### src/rtl/alu_operand_stage.sv
// Issue stage ahead of the KURM ALU: decodes an instruction, reads operands from
// an internal register file and holds a registered operand bundle, stalling on hazards.
module alu_operand_stage #(
    parameter int NREG = 8,
    parameter int W    = 16
) (
    input  logic         clk,
    input  logic         reset_n,
    input  logic         in_valid,
    output logic         in_ready,
    input  logic [15:0]  instr,
    output logic         out_valid,
    input  logic         out_ready,
    output logic [W-1:0] x,
    output logic [W-1:0] y,
    output logic         c_in,
    output logic [2:0]   ALUOp,
    output logic [2:0]   out_rd,
    input  logic         wb_en,
    input  logic [2:0]   wb_addr,
    input  logic [W-1:0] wb_data,
    input  logic         flag_we,
    input  logic         flag_c
);

    // Handshake: a transfer happens on a rising edge where valid && ready are both
    // high; a producer holds valid and its payload steady until that edge.

    logic [W-1:0]    rf [NREG];
    logic [NREG-1:0] busy;
    logic            carry;
    logic            carry_busy;

    logic [2:0] op;
    logic       imm;
    logic       use_carry;
    logic [2:0] rd;
    logic [2:0] rs;
    logic [2:0] rt;

    assign op        = instr[15:13];
    assign imm       = instr[12];
    assign use_carry = instr[11];
    assign rd        = instr[10:8];
    assign rs        = instr[7:5];
    assign rt        = instr[4:2];

    logic [NREG-1:0] wb_clr;
    logic [NREG-1:0] rd_set;
    logic [NREG-1:0] busy_eff;
    logic            carry_busy_eff;
    logic            hazard;
    logic            accept;
    logic            sets_carry;
    logic [W-1:0]    rs_val;
    logic [W-1:0]    rt_val;
    logic [W-1:0]    y_val;
    logic            c_val;

    // Writebacks and flag updates returning this cycle release their hazard at once.
    assign wb_clr         = wb_en ? (NREG'(1) << wb_addr) : '0;
    assign rd_set         = (rd != 3'd0) ? (NREG'(1) << rd) : '0;
    assign busy_eff       = busy & ~wb_clr;
    assign carry_busy_eff = carry_busy && !flag_we;

    assign hazard = busy_eff[rs]
                 || (!imm && busy_eff[rt])
                 || ((rd != 3'd0) && busy_eff[rd])
                 || (use_carry && carry_busy_eff);

    assign in_ready   = (!out_valid || out_ready) && !hazard;
    assign accept     = in_valid && in_ready;
    assign sets_carry = (op == 3'b010) || (op == 3'b011);

    always_comb begin
        rs_val = rf[rs];
        if (wb_en && (wb_addr == rs)) rs_val = wb_data;
        if (rs == 3'd0) rs_val = '0;

        rt_val = rf[rt];
        if (wb_en && (wb_addr == rt)) rt_val = wb_data;
        if (rt == 3'd0) rt_val = '0;

        y_val = imm ? {{(W-5){1'b0}}, instr[4:0]} : rt_val;
        c_val = use_carry && (flag_we ? flag_c : carry);
    end

    always_ff @(posedge clk or negedge reset_n) begin
        if (!reset_n) begin
            for (int i = 0; i < NREG; i++) rf[i] <= '0;
            busy       <= '0;
            carry      <= 1'b0;
            carry_busy <= 1'b0;
        end else begin
            if (wb_en && (wb_addr != 3'd0)) rf[wb_addr] <= wb_data;
            if (flag_we) carry <= flag_c;
            // Set is OR-ed after the clear so a same-cycle set of the same rd wins.
            busy       <= (busy_eff | (accept ? rd_set : '0)) & ~NREG'(1);
            carry_busy <= carry_busy_eff || (accept && sets_carry);
        end
    end

    always_ff @(posedge clk or negedge reset_n) begin
        if (!reset_n) begin
            out_valid <= 1'b0;
            x         <= '0;
            y         <= '0;
            c_in      <= 1'b0;
            ALUOp     <= 3'b000;
            out_rd    <= 3'd0;
        end else if (accept) begin
            out_valid <= 1'b1;
            x         <= rs_val;
            y         <= y_val;
            c_in      <= c_val;
            ALUOp     <= op;
            out_rd    <= rd;
        end else if (out_valid && out_ready) begin
            out_valid <= 1'b0;
        end
    end

endmodule

### config.mk
export PLATFORM = sky130hd
export DESIGN_NAME = alu_operand_stage
export DESIGN_NICKNAME = d
export VERILOG_FILES = /design/src/rtl/alu_operand_stage.sv
export SDC_FILE = /design/constraint.sdc
export NUM_CORES = 1
export LEC_CHECK = 0
export CORE_UTILIZATION = 55
export DETAILED_ROUTE_END_ITERATION = 10
export GPL_TIMING_DRIVEN = 0
export PLACE_DENSITY = 0.85
export SLEW_MARGIN = 20
export SYNTH_ARGS = -nofsm -noshare
export SYNTH_HDL_FRONTEND = slang
export SYNTH_SLANG_ARGS = --single-unit
### constraint.sdc
create_clock -name clk -period 2.64 [get_ports clk]
set_input_delay 0.528 -clock clk [delete_from_list [all_inputs] [get_ports clk]]
set_output_delay 0.528 -clock clk [all_outputs]
set_load 0.02 [all_outputs]
Word-level counts from Yosys, hierarchy flattened:

Cells that the tools add are included.

* flip-flop bits (word level): 177

* magnitude comparators: 7
* multiplexer cells: 26
* shift operators: 2
* bitwise logic cells: 6
* equality and inequality tests: 4
* reduce and logical (&&, ||, !) cells: 28

Operator list (number)
* $mux W16: 10
* $bwmux W128: 1
* $bmux W16 S3: 2
* $demux W16 S3: 1
* $mux W8: 3
* $shl A1 B3 Y8 const A: 2
* $logic_and A1 B1 Y1: 13
* $ge A4 B4 Y1 const B: 3
* $lt A3 B4 Y1 const B: 3
* $not A3 Y4: 3
* $bmux W1 S3: 3
* $and A8 B8 Y8: 1
* $not A8 Y8: 1
* $or A8 B8 Y8: 1
* $eq A3 B2 Y1 const B: 2
* $eq A3 B3 Y1: 2
* $logic_not A3 Y1: 2
* $logic_or A1 B1 Y1: 6
* $mux W1: 6
* $reduce_bool A3 Y1: 2
* $logic_not A1 Y1: 4
* $lt A4 B1 Y1 const B: 1
* $reduce_bool A2 Y1: 1

Longest topological paths before layout:

Gate-level depths: netlist (run 1).

* word-level depth: 15
* gate-level depth with buffers: 10
* depth with buffers taken out: 6

Worst setup path before layout (run 1):

Ideal clock, no wire load.

* kind: input port to flip-flop
* start: in wb_addr[2]
* end: reg out_rd[1]
* slack: -0.011 ns
* arrival: 2.523 ns
* required time: 2.512 ns
* path buffers: 4
* stages: 10
* cells stage by stage: buf_6 and4bb_1 buf_6 o32ai_1 a32o_1 nor4b_4 and4_4 buf_12 buf_12 mux2_1

* word-level cells in the longest chain between the ends: 13

Ends and longest elaborated chain
* start: declaration: line 20 `input logic [2:0] wb_addr,`
* $shl A1 B3 Y8 (*): line 61 `assign wb_clr = wb_en ? (NREG'(1) << wb_addr) : '0;`
* $mux W8 (*): line 61
* $not A8 Y8 (*): line 63 `assign busy_eff = busy & ~wb_clr;`
* $and A8 B8 Y8 (*): line 63
* $bmux W1 S3: line 67 `|| (!imm && busy_eff[rt])`
* $mux W1 (not written as such): line 67
* $logic_and A1 B1 Y1: line 67
* $logic_or A1 B1 Y1: line 67
* $logic_or A1 B1 Y1 (*): line 68 `|| ((rd != 3'd0) && busy_eff[rd])`
* $logic_or A1 B1 Y1 (*): line 69 `|| (use_carry && carry_busy_eff);`
* $logic_not A1 Y1 (*): line 71 `assign in_ready = (!out_valid || out_ready) && !hazard;`
* $logic_and A1 B1 Y1 (*): line 71
* $logic_and A1 B1 Y1 (*): line 72 `assign accept = in_valid && in_ready;`
* end signal: assignment: line 117 `out_rd <= rd;`
* end: declaration: line 18 `output logic [2:0] out_rd,`

Every way passes the cells marked *; elsewhere a longest branch is shown, timed or not. The select of a mux whose other input is x is not followed.
A chain may end at the register's enable or synchronous reset.

Final worst setup path (run 1):

* start: in wb_addr[2]
* end: out in_ready

* word-level cells in the longest chain between the ends: 12

Ends and longest elaborated chain
* $shl A1 B3 Y8 (*): line 61
* $mux W8 (*): line 61
* $not A8 Y8 (*): line 63
* $and A8 B8 Y8 (*): line 63
* $bmux W1 S3: line 67
* $mux W1 (not written as such): line 67
* $logic_and A1 B1 Y1: line 67
* $logic_or A1 B1 Y1: line 67
* $logic_or A1 B1 Y1 (*): line 68
* $logic_or A1 B1 Y1 (*): line 69
* $logic_not A1 Y1 (*): line 71
* $logic_and A1 B1 Y1 (*): line 71
* end: declaration: line 10 `output logic in_ready,`

Marks and branches as above.

==> impl_metrics.yaml, run 1 <==
outcome:
  violations: "negative setup slack"
  outcome: "finished with violations"
clock_network:
  clkLatencyLatePin_ns: 0.45
  cts_tree: "yes"
  cts_max_level: 4
  hold_buffers: 0
  clk_pin_slew_ns: 0.07
  clock_path_buffers: 2
  numCtsBuffers: 17
  clock_sinks: 177
  clockRootBuffer: "clkbuf_16"
final_layout:
  drive_above_1_share_pct: 36.2
  n_antenna_cell: 0
  layout.nets: 901
  synthToLayoutAreaGrowth_pct: 21.7
  finalInstanceArea_mm2: 0.0115
  fin_util_pct: 69.0
worst_setup_path:
  r2r_slack_ns: 0
  critPathMaxFanout: 8
  crit_required_ns: 2.11
  worstSetupStartpoint: "wb_addr[2]"
  cp-start-kind: "primary input"
  path_class: "in -> out"
  timing.rr.start: "busy[3]"
  reg2regPathDepth: 10
  arrival_ns: 2.28
  end_kind: "output port"
  r2r_end: "x[2]"
drt:
  wirelength_um: 27700
  wl_per_cell_um: 25.4
  via_per_inst: 6.70
  dr.pass1.iters: 7
  num_vias: 7314
  ant_nets: 0
  first_iter_violations: 994
  drc: 0
grt:
  antenna_found_initial: 0
  grt_pass1_vias: 7445
  grt_first_pass_wirelength_um: 41300
  overflow: 0
  grt_util_all_layers_pct: 31.8
  grt_max_degree: 94
pwr:
  pwr-share-comb_pct: 33.3
  swShare_pct: 31.3
  internal_power_w: 0.00649
  leakage_nw: 5.10
  seq_power_share_pct: 41.0
  finalPower_w: 0.00945
  clkPwrFrac_pct: 25.8
  p_per_area_mw_per_mm2: 820
  vdd_drop_max_uv: 501
  switchingPower_w: 0.00296
floorplanning:
  ios: 83
  fp-row-count: 47
  dieHeight_um: 133
  fp.dieW_um: 133
  start_util_pct: 56.7
  core_area_mm2: 0.0167
  dieArea_mm2: 0.0177
sta:
  finalCritPeriodShare_pct: 106
  fmax_mhz: 356
  tightest_slew_ns: 0.914
  finalClockSkew_ns: 0.00638
  min_period_ns: 2.81
  setup_viol_count_final: 38
  whs_ns: 0.0725
  final_hold_viol_count: 0
  maxSlewViolCount: 0
  fin_ws_ns: -0.171
  rsz0062_at_grt: "yes"
  max_slew_margin_pct: 39.0
yosys:
  netlist.area_leader.share_pct: 46.8
  synthArstFlopShare_pct: 100
  netlist_instances: 738
  synth_ff_type: "dfrtp_1"
  synth.distinct_cells: 47
  synthTopCellsByArea: "dfrtp_1 47%, mux4_2 15%, mux2_2 9.8%"
  yosysMostFrequentCell: "dfrtp_1"
  synthTopCellsByCount: "177 x dfrtp_1, 117 x nand2_1, 82 x mux2_2, 64 x mux4_2, 54 x clkbuf_1"
  synth_top_cell_by_area: "dfrtp_1"
  ys_ff_latch: 177
  yosysSeqAreaShare_pct: 46.8
  ys_warn_count: 0
  synth_edf_count: 0
  syn_nets: 780
  synth_area_mm2: 0.00946
  avgSynthCellArea_um2: 12.8
placement:
  io_buffers: 64
  place_area_mm2: 0.0104
  hpwlAfterDp_um: 15500
  gp_congestion: 0.861
  dp_slack_ns: -1.20
job:
  max_cap_viol_count: 0
min_path:
  min_path_type: "in -> async"
## worst max-delay path by stage
stage	to	slack [ns]
after floorplan	out_rd[1]	0.01
after global placement	c_in	-6.15
after detailed placement	in_ready	-1.20
after CTS	in_ready	-0.06
after global routing	in_ready	-0.25
final	in_ready	-0.17
## cell type report
cell class,instances,area [um^2]
clock inverters,12,109
inverters,8,30.0
plain buffers,87,548
well taps,220,275
multi-input cells,466,4640
fillers,1082,5180
repair buffers,102,1040
clock buffers,19,443
flip-flops and latches,177,4430
## critical path: stages
cell and delay [ns]:
buf_6 0.10, buf_6 0.12, and4bb_1 0.34, buf_6 0.13
o32ai_2 0.07, a32o_2 0.31, nor4b_4 0.37, nand3_2 0.15
inv_2 0.07, buf_6 0.11
## flip-flops by register name, summed over array words and instances (netlist names)
| signal | flops |
|---|---|
| rf | 128 |
| out_valid | 1 |
| out_rd | 3 |
| carry_busy | 1 |
| y | 16 |
| busy | 7 |
| ALUOp | 3 |
| carry | 1 |
| x | 16 |
| c_in | 1 |
## cell usage in the layout, fill, tap and decap left out, types with 3 or more instances in the layout
cell and instances:
a211oi_1 23, a211oi_2 5, buf_1 5, buf_12 4, buf_2 10, buf_4 34, buf_6 15, clkbuf_1 45
clkbuf_16 22, clkbuf_2 8, clkdlybuf4s50_1 54, clkinv_2 3, clkinvlp_4 5, dfrtp_1 177, dlymetal6s2s_1 4, inv_1 7
inv_6 3, mux2_2 82, mux2_4 36, mux2i_1 33, mux4_2 64, nand2_1 117, nand2b_1 5, nand3_1 4
nand4_1 4, nor2_1 30, nor2b_1 3, o21ai_0 12, o32ai_1 4, xnor2_1 6
## per-stage QoR
step	cells	TNS, ns
3_3_place_gp	1022	-1127.67
6_report	1091	-3.43
3_5_place_dp	1023	-42.71
2_1_floorplan	738	0
4_1_cts	1080	-0.0601
5_1_grt	1091	-7.27
## timing repair
| item | 4_1_cts | 5_1_grt |
|---|---|---|
| gates resized for setup | 64 | 26 |
| endpoints found under the setup margin | 42 | 37 |
| cloned | 0 | 5 |
| pin swaps | 8 | 4 |
| setup buffers | 26 | 6 |
## power groups by stage
stage	logic, W	registers, W	clock network [W]
after detailed placement	0.00288	0.00386	0
after floorplan	0.00156	0.00410	0
final	0.00315	0.00387	0.00243
after global placement	0.00280	0.00383	0
after global routing	0.00330	0.00394	0.00254
after CTS	0.00297	0.00384	0.00241
## metal layers
metal | up-vias | global-route usage [%] | part of all wire [%]
met1 | 3628 | 39.4 | 35
li1 | 2917 | - | -
met3 | 207 | 10.5 | 11
met4 | 0 | 17.4 | 6.5
met2 | 562 | 49.7 | 47
met5 | - | 0 | 0
## logic make-up (layout without fill, tap and decap cells)
logic type	after synthesis	after routing	synth area share, %
xor+xnor	6	6	0.555
compound gates	61	61	4.64
mux	215	215	34.1
flops	177	177	46.8
simple gates	184	184	8.83
buf+inv	95	228	5.10
Note: power is estimated with default switching activity, not from simulation.
==> run 2: changes to the inputs <==
--- a/config.mk
+++ b/config.mk
@@ -9,7 +9,6 @@
 export DETAILED_ROUTE_END_ITERATION = 10
 export GPL_TIMING_DRIVEN = 0
 export PLACE_DENSITY = 0.85
-export SLEW_MARGIN = 20
 export SYNTH_ARGS = -nofsm -noshare
 export SYNTH_HDL_FRONTEND = slang
 export SYNTH_SLANG_ARGS = --single-unit
==> results of run 2 <==
Final layout, timing and power as in run 1 (identical DEF).
==> run 3: changes to the inputs <==
--- a/config.mk
+++ b/config.mk
@@ -5,7 +5,9 @@
 export SDC_FILE = /design/constraint.sdc
 export NUM_CORES = 1
 export LEC_CHECK = 0
+export CAP_MARGIN = 20
 export CORE_UTILIZATION = 55
+export CTS_CLUSTER_SIZE = 28
 export DETAILED_ROUTE_END_ITERATION = 10
 export GPL_TIMING_DRIVEN = 0
 export PLACE_DENSITY = 0.85
==> results of run 3 <==
Final layout, timing and power as in run 1 (identical DEF).
